`src/rtl/branch_predict_ctrl.sv`:
```
// Decode-stage 2-bit BHT branch predictor with Execute-stage mispredict recovery.
// Drives the fetch PC select and the Decode/Execute squash requests, and counts branches and redirects.
module branch_predict_ctrl #(
    parameter int BHT_ENTRIES = 64,
    parameter int PC_W        = 32
) (
    input  logic            clk,
    input  logic            reset,
    input  logic [PC_W-1:0] pc_d,
    input  logic            branch_d,
    input  logic [PC_W-1:0] target_d,
    input  logic            stall_d,
    input  logic            flush_e,
    input  logic            branch_e,
    input  logic            jump_e,
    input  logic            pc_src_e,
    input  logic [PC_W-1:0] pc_target_e,
    input  logic [PC_W-1:0] pc_plus4_e,
    output logic [1:0]      next_pc_sel,
    output logic [PC_W-1:0] recover_pc,
    output logic            flush_d_req,
    output logic            flush_e_req,
    output logic [31:0]     branch_cnt,
    output logic [31:0]     mispred_cnt
);

    localparam int IDX_W = $clog2(BHT_ENTRIES);

    logic [1:0]       bht [BHT_ENTRIES];
    logic [IDX_W-1:0] idx_d;
    logic [IDX_W-1:0] idx_e;
    logic             pred_d;
    logic             pred_e;
    logic             valid_e;
    logic             mis_e;
    logic             bht_upd;

    // target_d is muxed by the fetch stage; only the index bits of pc_d matter here.
    logic unused_pc_bits;
    assign unused_pc_bits = ^{pc_d[1:0], pc_d[PC_W-1:IDX_W+2], target_d};

    assign idx_d   = pc_d[IDX_W+1:2];
    assign pred_d  = branch_d & bht[idx_d][1];
    assign mis_e   = valid_e & ((branch_e & (pred_e != pc_src_e)) | (jump_e & pc_src_e));
    assign bht_upd = valid_e & branch_e;

    // Execute mispredict outranks the Decode prediction; a stalled Decode never redirects.
    always_comb begin
        next_pc_sel = 2'b00;
        recover_pc  = '0;
        flush_d_req = 1'b0;
        flush_e_req = 1'b0;
        if (mis_e) begin
            next_pc_sel = 2'b10;
            recover_pc  = pc_src_e ? pc_target_e : pc_plus4_e;
            flush_d_req = 1'b1;
            flush_e_req = 1'b1;
        end else if (pred_d && !stall_d) begin
            next_pc_sel = 2'b01;
            flush_d_req = 1'b1;
        end
    end

    always_ff @(posedge clk) begin
        if (reset) begin
            valid_e <= 1'b0;
            pred_e  <= 1'b0;
            idx_e   <= '0;
        end else if (flush_e || flush_e_req) begin
            valid_e <= 1'b0;
            pred_e  <= 1'b0;
        end else if (!stall_d) begin
            valid_e <= 1'b1;
            pred_e  <= pred_d;
            idx_e   <= idx_d;
        end
    end

    // Reads in Decode see the pre-update counter; there is deliberately no write bypass.
    always_ff @(posedge clk) begin
        if (reset) begin
            for (int i = 0; i < BHT_ENTRIES; i++) begin
                bht[i] <= 2'b01;
            end
        end else if (bht_upd) begin
            if (pc_src_e) begin
                if (bht[idx_e] != 2'b11) begin
                    bht[idx_e] <= bht[idx_e] + 2'b01;
                end
            end else if (bht[idx_e] != 2'b00) begin
                bht[idx_e] <= bht[idx_e] - 2'b01;
            end
        end
    end

    always_ff @(posedge clk) begin
        if (reset) begin
            branch_cnt  <= '0;
            mispred_cnt <= '0;
        end else begin
            if (bht_upd) begin
                branch_cnt <= branch_cnt + 32'd1;
            end
            if (mis_e) begin
                mispred_cnt <= mispred_cnt + 32'd1;
            end
        end
    end

endmodule
```
`config.mk`:
```
export PLATFORM = sky130hd
export DESIGN_NAME = branch_predict_ctrl
export DESIGN_NICKNAME = d
export VERILOG_FILES = /design/src/rtl/branch_predict_ctrl.sv
export SDC_FILE = /design/constraint.sdc
export NUM_CORES = 1
export LEC_CHECK = 0
export ABC_AREA = 0
export CELL_PAD_IN_SITES_DETAIL_PLACEMENT = 0
export CELL_PAD_IN_SITES_GLOBAL_PLACEMENT = 2
export CORE_ASPECT_RATIO = 1.1
export CORE_UTILIZATION = 36
export CTS_CLUSTER_DIAMETER = 50
export DETAILED_ROUTE_END_ITERATION = 10
export GPL_ROUTABILITY_DRIVEN = 0
export PLACE_DENSITY_LB_ADDON = 0.1
export SLEW_MARGIN = 15
export SYNTH_ARGS = -nofsm -noshare
export SYNTH_HDL_FRONTEND = slang
export SYNTH_SLANG_ARGS = --single-unit
```
`constraint.sdc`:
```
create_clock -name clk -period 9.6 [get_ports clk]
set_clock_uncertainty 0.2 [all_clocks]
set_input_delay 1.44 -clock clk [delete_from_list [all_inputs] [get_ports clk]]
set_output_delay 1.44 -clock clk [all_outputs]
set_load 0.1 [all_outputs]
```
=== Word-level counts from Yosys, hierarchy flattened ===
Memories as Yosys holds them, arrays and structs flattened. A register that Yosys moved wholly into a read port is not among the register bits.
Cells that the tools add are included.

* Add/sub/neg operators: 4
* Eq/ne operators: 2
* Mux-type cells: 25
* Bitwise logic cells: 9
* Reductions and logical operators: 7

{| class="wikitable"
|+ Operators by type and width
! operator !! count
|-
| $add 32x1->32 const B || 2
|-
| $mux 32 || 2
|-
| $mux 6 || 3
|-
| $mux 1 || 17
|-
| $mux 2 || 3
|-
| $and 1x1->1 || 5
|-
| $reduce_or 2->1 || 2
|-
| $add 2x1->2 const B || 1
|-
| $ne 2x2->1 const B || 1
|-
| $not 1->1 || 2
|-
| $or 1x1->1 || 2
|-
| $reduce_and 2->1 || 1
|-
| $reduce_bool 2->1 || 1
|-
| $sub 2x1->2 const B || 1
|-
| $logic_and 1x1->1 || 1
|-
| $logic_not 1->1 || 1
|-
| $logic_or 1x1->1 || 1
|-
| $ne 1x1->1 || 1
|}

* Flip-flop bits (word level): 72
* Bits in writable memories: 128
* Bits of input ports: 136
* Output and inout bits: 100
* Memories: 1

{| class="wikitable"
|+ Memory list
! name !! depth !! width !! rd ports !! clocked after memory_dff !! wr ports !! line !! text
|-
| bht || 64 || 2 || 2 || 1 || 64 || 29 || <nowiki>logic [1:0] bht [BHT_ENTRIES];</nowiki>
|}

=== Depth between registers and ports, before layout ===
Gate-level depths: netlist of the first run.

* Depth in word-level cells: 10
* Mapped depth: 12

=== Least setup slack after synthesis of the first run ===
OpenSTA, ideal clock, no wires.

* Path kind: input-to-output
* Start: input pc_d[2]
* End: output flush_d_req
* Data arrival time: 4.306 ns
* Setup slack: 3.654 ns
* Cell stages on the path: 7
* Buffers on the path: 2
* Cells stage by stage: clkbuf_1 buf_2 mux4_2 mux4_2 mux4_2 nand3b_1 nand2_1

* Cells in the longest elaborated chain, start to end: 5

{| class="wikitable"
|+ RTL lines
! item !! line !! text
|-
| start: declaration || 9 || <nowiki>input logic [PC_W-1:0] pc_d,</nowiki>
|-
| $mem_v2 64x2 || n/a ||
|-
| $and 1x1->1 || 43 || <nowiki>assign pred_d = branch_d & bht[idx_d][1];</nowiki>
|-
| $logic_and 1x1->1 || 58 || <nowiki>end else if (pred_d && !stall_d) begin</nowiki>
|-
| $mux 1 || 58 ||
|-
| $mux 1 || 53 || <nowiki>if (mis_e) begin</nowiki>
|-
| end: declaration || 21 || <nowiki>output logic flush_d_req,</nowiki>
|}

Every way passes these cells.

=== Worst setup path in the final report of the first run ===
* Start: input pc_d[3]
* End: output flush_d_req

The elaborated chain is that of the path after synthesis.

==> run summary, run 1 <==
The first routing iteration left 586 violations. The number of core rows is 67. The cell that appears most often on the critical path is sky130_fd_sc_hd__mux4_2. For this run, the top clock speed supported by timing is 0.146 GHz. The critical path goes through clkdlybuf4s50_1 -> mux4_2 -> mux4_2 -> mux4_2 -> nand3b_1 -> nand2_1 -> clkdlybuf4s50_1. Prior to clock tree synthesis, the placed netlist has a worst setup slack of 2.74 ns. The worst hold-check path type was reg -> reg.

The run finished with clean final reports. The routed design could run at a clock period as short as 6.86 ns. Summing every instance area after synthesis gives 11300 sq um. Highest-delay cell along the critical path: sky130_fd_sc_hd__clkdlybuf4s50_1.

The tools report the max-slew violation total from the final report as 0. The run gives 5 as the number of detailed-route iterations in the first pass. Max-capacitance violation count: 0.

In the finished design, the share of the clock period the worst path needs comes to 71.4%. TritonCTS built the clock tree. The number of routed nets with antenna violations was 0; the actual slew at the worst max-slew pin was 1.12 ns. Clock latency on the worst-skew pair, taken at its later pin, is 0.56 ns. In the routed layout, each cell is associated on average with a via count of 5.45. The arrival time at the worst endpoint is 5.22 ns, and the power after layout is 2.51 mW.

The final global-route overflow total is 0, and the number of synthesized register bits is 206. The final hold violation count was 0; the number of port buffers was 177. The total clock buffers created by CTS was 31; the quantity of hold-fixing buffers added after cts was 0. CTS placed an instance of sky130_fd_sc_hd__clkbuf_16 at the clock tree root. Across the VDD grid, the largest voltage drop is 0.128 mV. Yosys printed 0 warnings.

For the post-route worst setup slack, the log shows 2.74 ns. The routed wirelength normalized by instance count was 21.4 microns. After clock tree synthesis, the repair step resized 0 gates. The area share of the leading cell type in the synthesized netlist is 33.9%. The via count of the first global-routing pass is 8293.

The clock slew seen by the registers of the worst setup and hold paths came out at 0.05 ns. The share of layout cells above drive strength 1 came out at 17.7%. The overall die width came out at 171 microns. Along the worst path, the maximum fanout reaches 17. Counting flops with a built-in enable in the synthesized netlist gives 128.

The element type at the critical path end was an output pin. Destination of the worst register-to-register timing path: bht[35][0]. Entering global routing, the biggest net connects 97 pins. The number of unique standard cell types used by synthesis is 48, and the hold-critical path depth is 2. The final-layout fill cell count is 2876. The HPWL after detailed placement is 23200 microns. The delay contributed by the slowest stage of the critical path is 1.05 ns. The tools report the terminating pin of the worst hold path as mispred_cnt[1]. The number of cells produced by synthesis was 990.

At the end of the flow, the number of nets in the layout was 1254. The run gives 1 as the CTS H-tree depth. The sequential fraction of the synthesis area was 47.7%. Measured in cells, the most critical reg-to-reg path has a length of 9.

The run gives 46.9% as the core utilization of the finished layout. Counting every sink on the clock net gives 206. Yosys attributes the largest share of cell area to sky130_fd_sc_hd__edfxtp_1 (34%), sky130_fd_sc_hd__dfxtp_1 (14%), sky130_fd_sc_hd__mux4_2 (10%), sky130_fd_sc_hd__nor4_2 (6.1%), sky130_fd_sc_hd__nand3_1 (4.4%). The tools report the required arrival time at the worst endpoint as 7.96 ns.

Standby leakage power: 4.43 nW. The number of antenna violations at the first check in global routing was 1. The floorplan step defined a die boundary enclosing 32200 sq um. In this run the power density over the cells is 174 nW/um^2. In the routed design, unresolved DRC markers number 0. The tools report the worst setup slack for register-to-register paths as 4.60 ns.

The worst setup path startpoint is pc_d[3]. The repair_antennas step left the layout with diodes totalling 0. The tools report the cell area after placement as 13300 sq um. In the synthesized netlist the dominant register cell turns out to be sky130_fd_sc_hd__edfxtp_1.

Dividing the synthesized area by the synthesized cell count gives 11.5 sq um. Counting along the longest clock path gives a buffer depth of 3. The library cells used most frequently in the layout, excluding fill and tap cells, are sky130_fd_sc_hd__clkdlybuf4s50_1 (175), sky130_fd_sc_hd__edfxtp_1 (128), sky130_fd_sc_hd__nor2_1 (124), sky130_fd_sc_hd__nand3_1 (99), sky130_fd_sc_hd__dfxtp_1 (77). The total of endpoints with negative setup slack in the final report came out at 0. For the overall routing resource usage, the log shows 20.9%.

Category of the worst setup path launch point: a primary input. The tools report the beginning of the worst hold path as mispred_cnt[1]. In the final timing run, aggregate negative setup slack is 0 ns. Area growth from synthesis to layout: 27.3%.

The tools report the starting utilization of the core area as 36.9%. The start-to-end type of the worst setup path was in -> out. The run gives 8477 as the overall via count from detail_route.

The tools report the placeable core region as 30800 sq um. Aggregate routed wire length: 33300 microns. The first global-routing pass estimated 51300 microns of wire. In this run the tightest slew margin relative to its limit is 25.6%.

Setup repair after global routing left no endpoint under its margin. The number of setup buffers added after CTS is 0. The final design instance area without fill came out at 14400 sq um.

The most frequent standard cell in the layout excluding fill and tap cells was sky130_fd_sc_hd__clkdlybuf4s50_1. The share of flip-flops with an asynchronous set or reset after synthesis works out to 0%. Post-synthesis net count: 1128.

The floorplan step set the die height to 188 microns. Pin placement for this block handled 236 I/O pins. The biggest area contributor in the post-synthesis netlist is sky130_fd_sc_hd__edfxtp_1.
## per-stage QoR
| stage | hold slack [ns] | std cells |
|---|---|---|
| 2_1_floorplan | 0.270 | 990 |
| 3_3_place_gp | 0.279 | 1497 |
| 3_5_place_dp | 0.290 | 1497 |
| 4_1_cts | 0.298 | 1554 |
| 5_1_grt | 0.330 | 1554 |
| 6_report | 0.294 | 1554 |
## layer usage
| layer | up-vias | track usage, % | routed length (microns) |
|---|---|---|---|
| met3 | 56 | 2.95 | 1510 |
| met1 | 4162 | 28.6 | 14800 |
| met2 | 220 | 34.0 | 16000 |
| met4 | 2 | 6.15 | 907 |
| li1 | 4037 | - | - |
| met5 | - | 0 | 8 |
## state kept, by name (all words and copies together) (netlist names), named ones only
register and flops:
valid_e 1, mispred_cnt 32, branch_cnt 32, pred_e 1, idx_e 6, bht 128
## kinds of logic (layout without fill, tap and decap cells)
kind of cell,after synthesis,after routing,share of synthesized area [%]
buf+inv,113,263,4.55
simple gates,413,413,21.5
mux,101,101,14.7
fa+ha+maj,2,2,0.221
xor+xnor,57,57,4.40
compound gates,98,98,6.99
flops,206,206,47.7
## where the power goes
part	total [mW]	switching, mW	internal, mW
registers	0.962	0.0119	0.950
logic	0.332	0.230	0.103
clock network	1.22	0.436	0.780
## critical path, delay by kind of cell
family / cells / cell delay (ns)
buffers and inverters: 2 / 2.10
and+or+nand+nor: 2 / 0.22
muxes: 3 / 1.45
## worst max-delay path by stage
stage / to / slack [ns] / cells past startpoint
finish: flush_d_req / 2.74 / 7
CTS: flush_d_req / 2.73 / 7
global placement: flush_d_req / 2.73 / 7
global route: flush_d_req / 2.65 / 7
detailed placement: flush_d_req / 2.74 / 7
floorplan: flush_d_req / 3.65 / 7
## Yosys cell counts (2+ instances only)
cell type,instances
sky130_fd_sc_hd__a311oi_1,4
sky130_fd_sc_hd__inv_1,8
sky130_fd_sc_hd__nand2b_1,3
sky130_fd_sc_hd__nor3_1,6
sky130_fd_sc_hd__a22oi_1,5
sky130_fd_sc_hd__edfxtp_1,128
sky130_fd_sc_hd__dfxtp_1,78
sky130_fd_sc_hd__mux4_2,52
sky130_fd_sc_hd__nor4_1,26
sky130_fd_sc_hd__buf_4,3
sky130_fd_sc_hd__nor2_1,127
sky130_fd_sc_hd__a31o_1,56
sky130_fd_sc_hd__nand4_1,11
sky130_fd_sc_hd__clkbuf_1,59
sky130_fd_sc_hd__buf_2,22
sky130_fd_sc_hd__xnor2_1,12
sky130_fd_sc_hd__buf_1,13
sky130_fd_sc_hd__xor2_1,45
sky130_fd_sc_hd__nand2_1,34
sky130_fd_sc_hd__a31o_2,9
sky130_fd_sc_hd__nand3b_1,4
sky130_fd_sc_hd__and2_1,3
sky130_fd_sc_hd__nand3_1,99
sky130_fd_sc_hd__a21oi_1,9
sky130_fd_sc_hd__nor4_2,55
sky130_fd_sc_hd__a221oi_1,2
sky130_fd_sc_hd__or3_1,14
sky130_fd_sc_hd__mux2i_1,47
sky130_fd_sc_hd__and4_1,4
sky130_fd_sc_hd__a2111oi_0,2
sky130_fd_sc_hd__buf_6,7
sky130_fd_sc_hd__nor2b_1,6
sky130_fd_sc_hd__and3_1,15
sky130_fd_sc_hd__o21ai_0,7
sky130_fd_sc_hd__ha_1,2
## area by class of cell
class / count / area (sq um) / area share [%]
Inverter: 9 / 33.8 / 0.234
Clock buffer: 33 / 783 / 5.43
Multi-Input combinational cell: 671 / 5460 / 37.8
Tap cell: 414 / 518 / 3.59
Timing Repair Buffer: 197 / 1910 / 13.3
Sequential cell: 206 / 5410 / 37.5
Clock inverter: 24 / 325 / 2.25
Power figures use the tool's default switching activity.
==> run 2, diff against run 1 <==
Settings changed: CORE_UTILIZATION 36 to 30.
Clock period 9.6 ns to 6.1 ns, I/O delays scaled along.
==> run summary, run 2 (same netlist as run 1, synthesis figures left out) <==
Highest-count cells in the layout ignoring fill and taps: sky130_fd_sc_hd__clkdlybuf4s50_1 (139), sky130_fd_sc_hd__edfxtp_1 (128), sky130_fd_sc_hd__nor2_1 (124), sky130_fd_sc_hd__nand3_1 (99), sky130_fd_sc_hd__dfxtp_1 (76) (was sky130_fd_sc_hd__clkdlybuf4s50_1 (175), sky130_fd_sc_hd__edfxtp_1 (128), sky130_fd_sc_hd__nor2_1 (124), sky130_fd_sc_hd__nand3_1 (99), sky130_fd_sc_hd__dfxtp_1 (77)). Most frequent cell on the critical path: sky130_fd_sc_hd__mux4_2 (unchanged). The non-filler instance count after layout is 1639 (was 1554). The highest-delay cell along the critical path was sky130_fd_sc_hd__clkdlybuf4s50_1 (unchanged). Root buffer selected by CTS: sky130_fd_sc_hd__clkbuf_16 (unchanged).

Number of setup buffers added after CTS: 0 (unchanged). The max-slew violation total from the final report is 0 (unchanged), and the final cycle utilization of the critical path is 84.4%. The fraction of power consumed by sequential logic is 37.4% (was 38.3%).

The logs give 4.03 ns (was 5.22 ns) for the arrival time at the worst endpoint and 502 (was 586) for the number of DRC markers in iteration 0. Registers with the most flip-flops: bht x128, branch_cnt x32, mispred_cnt x32 (unchanged). The worst hold-check path type is reg -> reg (unchanged).

The placeable core region was 37200 sq um (was 30800 sq um); the I/O pin total was 236 (unchanged). Actual slew at the worst max-slew pin: 1.04 ns (was 1.12 ns). The run finished with clean final reports. For the quantity of hold-fixing buffers added after cts, the log shows 0 (unchanged). The run gives 0 (unchanged) as the number of routed nets with antenna violations.

The run gives 0 (unchanged) as the total of endpoints with negative setup slack in the final report. The share of layout cells above drive strength 1 came out at 21.3% (was 17.7%). The tools report the category of the worst setup path launch point as a primary input (unchanged). The required arrival time at the worst endpoint was 4.98 ns (was 7.96 ns). The total clock buffers created by CTS is 34 (was 31).

Internal power: 2.98 mW (was 1.83 mW). Number of antenna violations at the first check in global routing: 0 (was 1). The sum of buffers and inverters on the critical path is 2 (unchanged). The area growth from synthesis to layout came out at 28.6% (was 27.3%). Setup repair after global routing left no endpoint under its margin. The run gives 8632 (was 8477) as the overall via count from detail_route. Register with the highest flop count: bht (unchanged). The switching part of the total power came out at 26.9% (was 27.0%). The remaining routing DRC violations is 0 (unchanged). The peak ir drop on the vdd network came out at 0.176 mV (was 0.128 mV). The tools report the element type at the critical path end as an output pin (unchanged). The most frequent standard cell in the layout excluding fill and tap cells is sky130_fd_sc_hd__clkdlybuf4s50_1 (unchanged). The number of core rows is 74 (was 67), and the final global-route overflow total is 0 (unchanged).

The run gives 55000 microns (was 51300 microns) as the wire length of the first global-routing pass. The biggest fanout along the worst timing path was 17 (unchanged). The overall die width is 187 microns (was 171 microns), and the overall routing resource usage is 18.7% (was 20.9%). The placed cell count is 1578 (was 1497). The cell family contributing the most delay on the critical path was multiplexers (was buffers and inverters). Derived from the worst setup path, the maximum achievable clock frequency is 0.194 GHz.

The antenna diode count came out at 0 (unchanged). The clock slew seen by the registers of the worst setup and hold paths came out at 0.05 ns (about the same). The logs give 49.5% (was 48.4%) for the relative contribution of the clock network to total power and 1.10 mW (was 678 uW) for the net switching power. The worst setup slack for register-to-register paths is 1.64 ns (was 4.60 ns), and the flip-flop count of the largest register after layout is 128 (unchanged).

The logs give 0 (unchanged) for the max-capacitance violation count and 8500 (was 8293) for the via count of the first global-routing pass. The logs give 3 (unchanged) for the buffer levels on the longest clock path and 0 (unchanged) for the final hold violation count. The run gives 0.51 ns (was 0.56 ns) as the later-pin clock latency in the skew report. Subtracting the final worst setup slack from the clock period gives 5.15 ns. TritonCTS built the clock tree.

For the placed wire-length estimate after detailed placement, the log shows 25000 microns (was 23200 microns). The via density per instance was 5.27 (was 5.45). The floorplan die area was 38600 sq um (was 32200 sq um). The largest net degree at the start of global routing came out at 80 (was 97).

The tools report the number of detailed-route iterations in the first pass as 5 (unchanged). The height of the die was 206 microns (was 188 microns); the number of port buffers was 177 (unchanged). The combinational fraction of design power is 13.1% (was 13.2%).

The CTS H-tree depth is 2 (was 1). The start-to-end type of the worst setup path is in -> out (unchanged). Headroom to the max-slew limit: 30.1% (was 25.6%). Routed wirelength normalized by instance count: 22.1 microns (was 21.4 microns). The run gives 1258 (was 1254) as the net count of the finished layout. The tools report the setup TNS after final layout as 0 ns (unchanged). Critical path, cell by cell: clkdlybuf4s50_1 -> mux4_2 -> mux4_2 -> mux4_2 -> nand3b_1 -> nand2_1 -> buf_12 (was clkdlybuf4s50_1 -> mux4_2 -> mux4_2 -> mux4_2 -> nand3b_1 -> nand2_1 -> clkdlybuf4s50_1). The logs give 36200 microns (was 33300 microns) for the aggregate routed wire length and 30.5% (was 36.9%) for the starting utilization of the core area.

The delay contributed by the slowest stage of the critical path was 1.08 ns (was 1.05 ns); the standby leakage power was 4.56 nW (was 4.43 nW). The number of gates given a new drive strength after cts is 0 (unchanged). The number of clock sinks seen by CTS is 206 (unchanged). The cell area power density is 279 nW/um^2 (was 174 nW/um^2).
run 2: final timing paths:
kind | depth (start not counted) | startpoint | end
min reg2reg | 2 | pred_e | pred_e
min | 2 | pred_e | pred_e
max reg2reg | 9 | register | bht[14][1]
max | 7 | pc_d[3] | flush_d_req
run 2: power by group through the flow:
stage	sequential, mW	combinational [mW]	clock [mW]
after CTS	1.53	0.534	2.06
after detailed placement	1.55	0.532	0
after global placement	1.55	0.533	0
after global routing	1.53	0.565	2.12
after floorplan	1.54	0.382	0
final	1.53	0.532	2.02
run 2: worst register-to-register path: stages (launching register included):
cell and delay [ns]:
sky130_fd_sc_hd__dfxtp_2 0.77, sky130_fd_sc_hd__buf_4 0.42, sky130_fd_sc_hd__mux4_2 0.59, sky130_fd_sc_hd__nand2_1 0.09, sky130_fd_sc_hd__a311oi_1 0.14, sky130_fd_sc_hd__nor4_4 0.61
sky130_fd_sc_hd__nor2_1 0.25, sky130_fd_sc_hd__mux2i_4 0.20, sky130_fd_sc_hd__buf_4 0.55, sky130_fd_sc_hd__a31o_1 0.36
run 2: layout make-up:
class,count,area [sq um]
clock buffer,44,982
clock inverter,17,210
fill,3657,22600
inverter,9,33.8
multi-input combinational,671,5460
sequential,206,5410
tap,494,618
timing repair buffer,198,1870
run 2: metal layers:
| metal | track usage, % | wire length, microns | up-vias |
|---|---|---|---|
| met1 | 25.6 | 16700 | 4309 |
| met3 | 2.56 | 1480 | 54 |
| met5 | 0 | 0 | - |
| met4 | 5.47 | 877 | 0 |
| met2 | 30.9 | 17100 | 216 |
| li1 | - | - | 4053 |
run 2: metrics by stage:
stage,worst slack (ns),cell area [sq um],power (mW),hold WS (ns),utilization (%)
6_report,0.952,14600,4.07,0.299,39.2
2_1_floorplan,1.20,11300,1.92,0.270,-
5_1_grt,0.817,14600,4.21,0.337,39.2
3_3_place_gp,0.897,13400,2.09,0.285,36.0
3_5_place_dp,0.898,13400,2.09,0.295,36.0
4_1_cts,0.894,14600,4.12,0.304,39.2
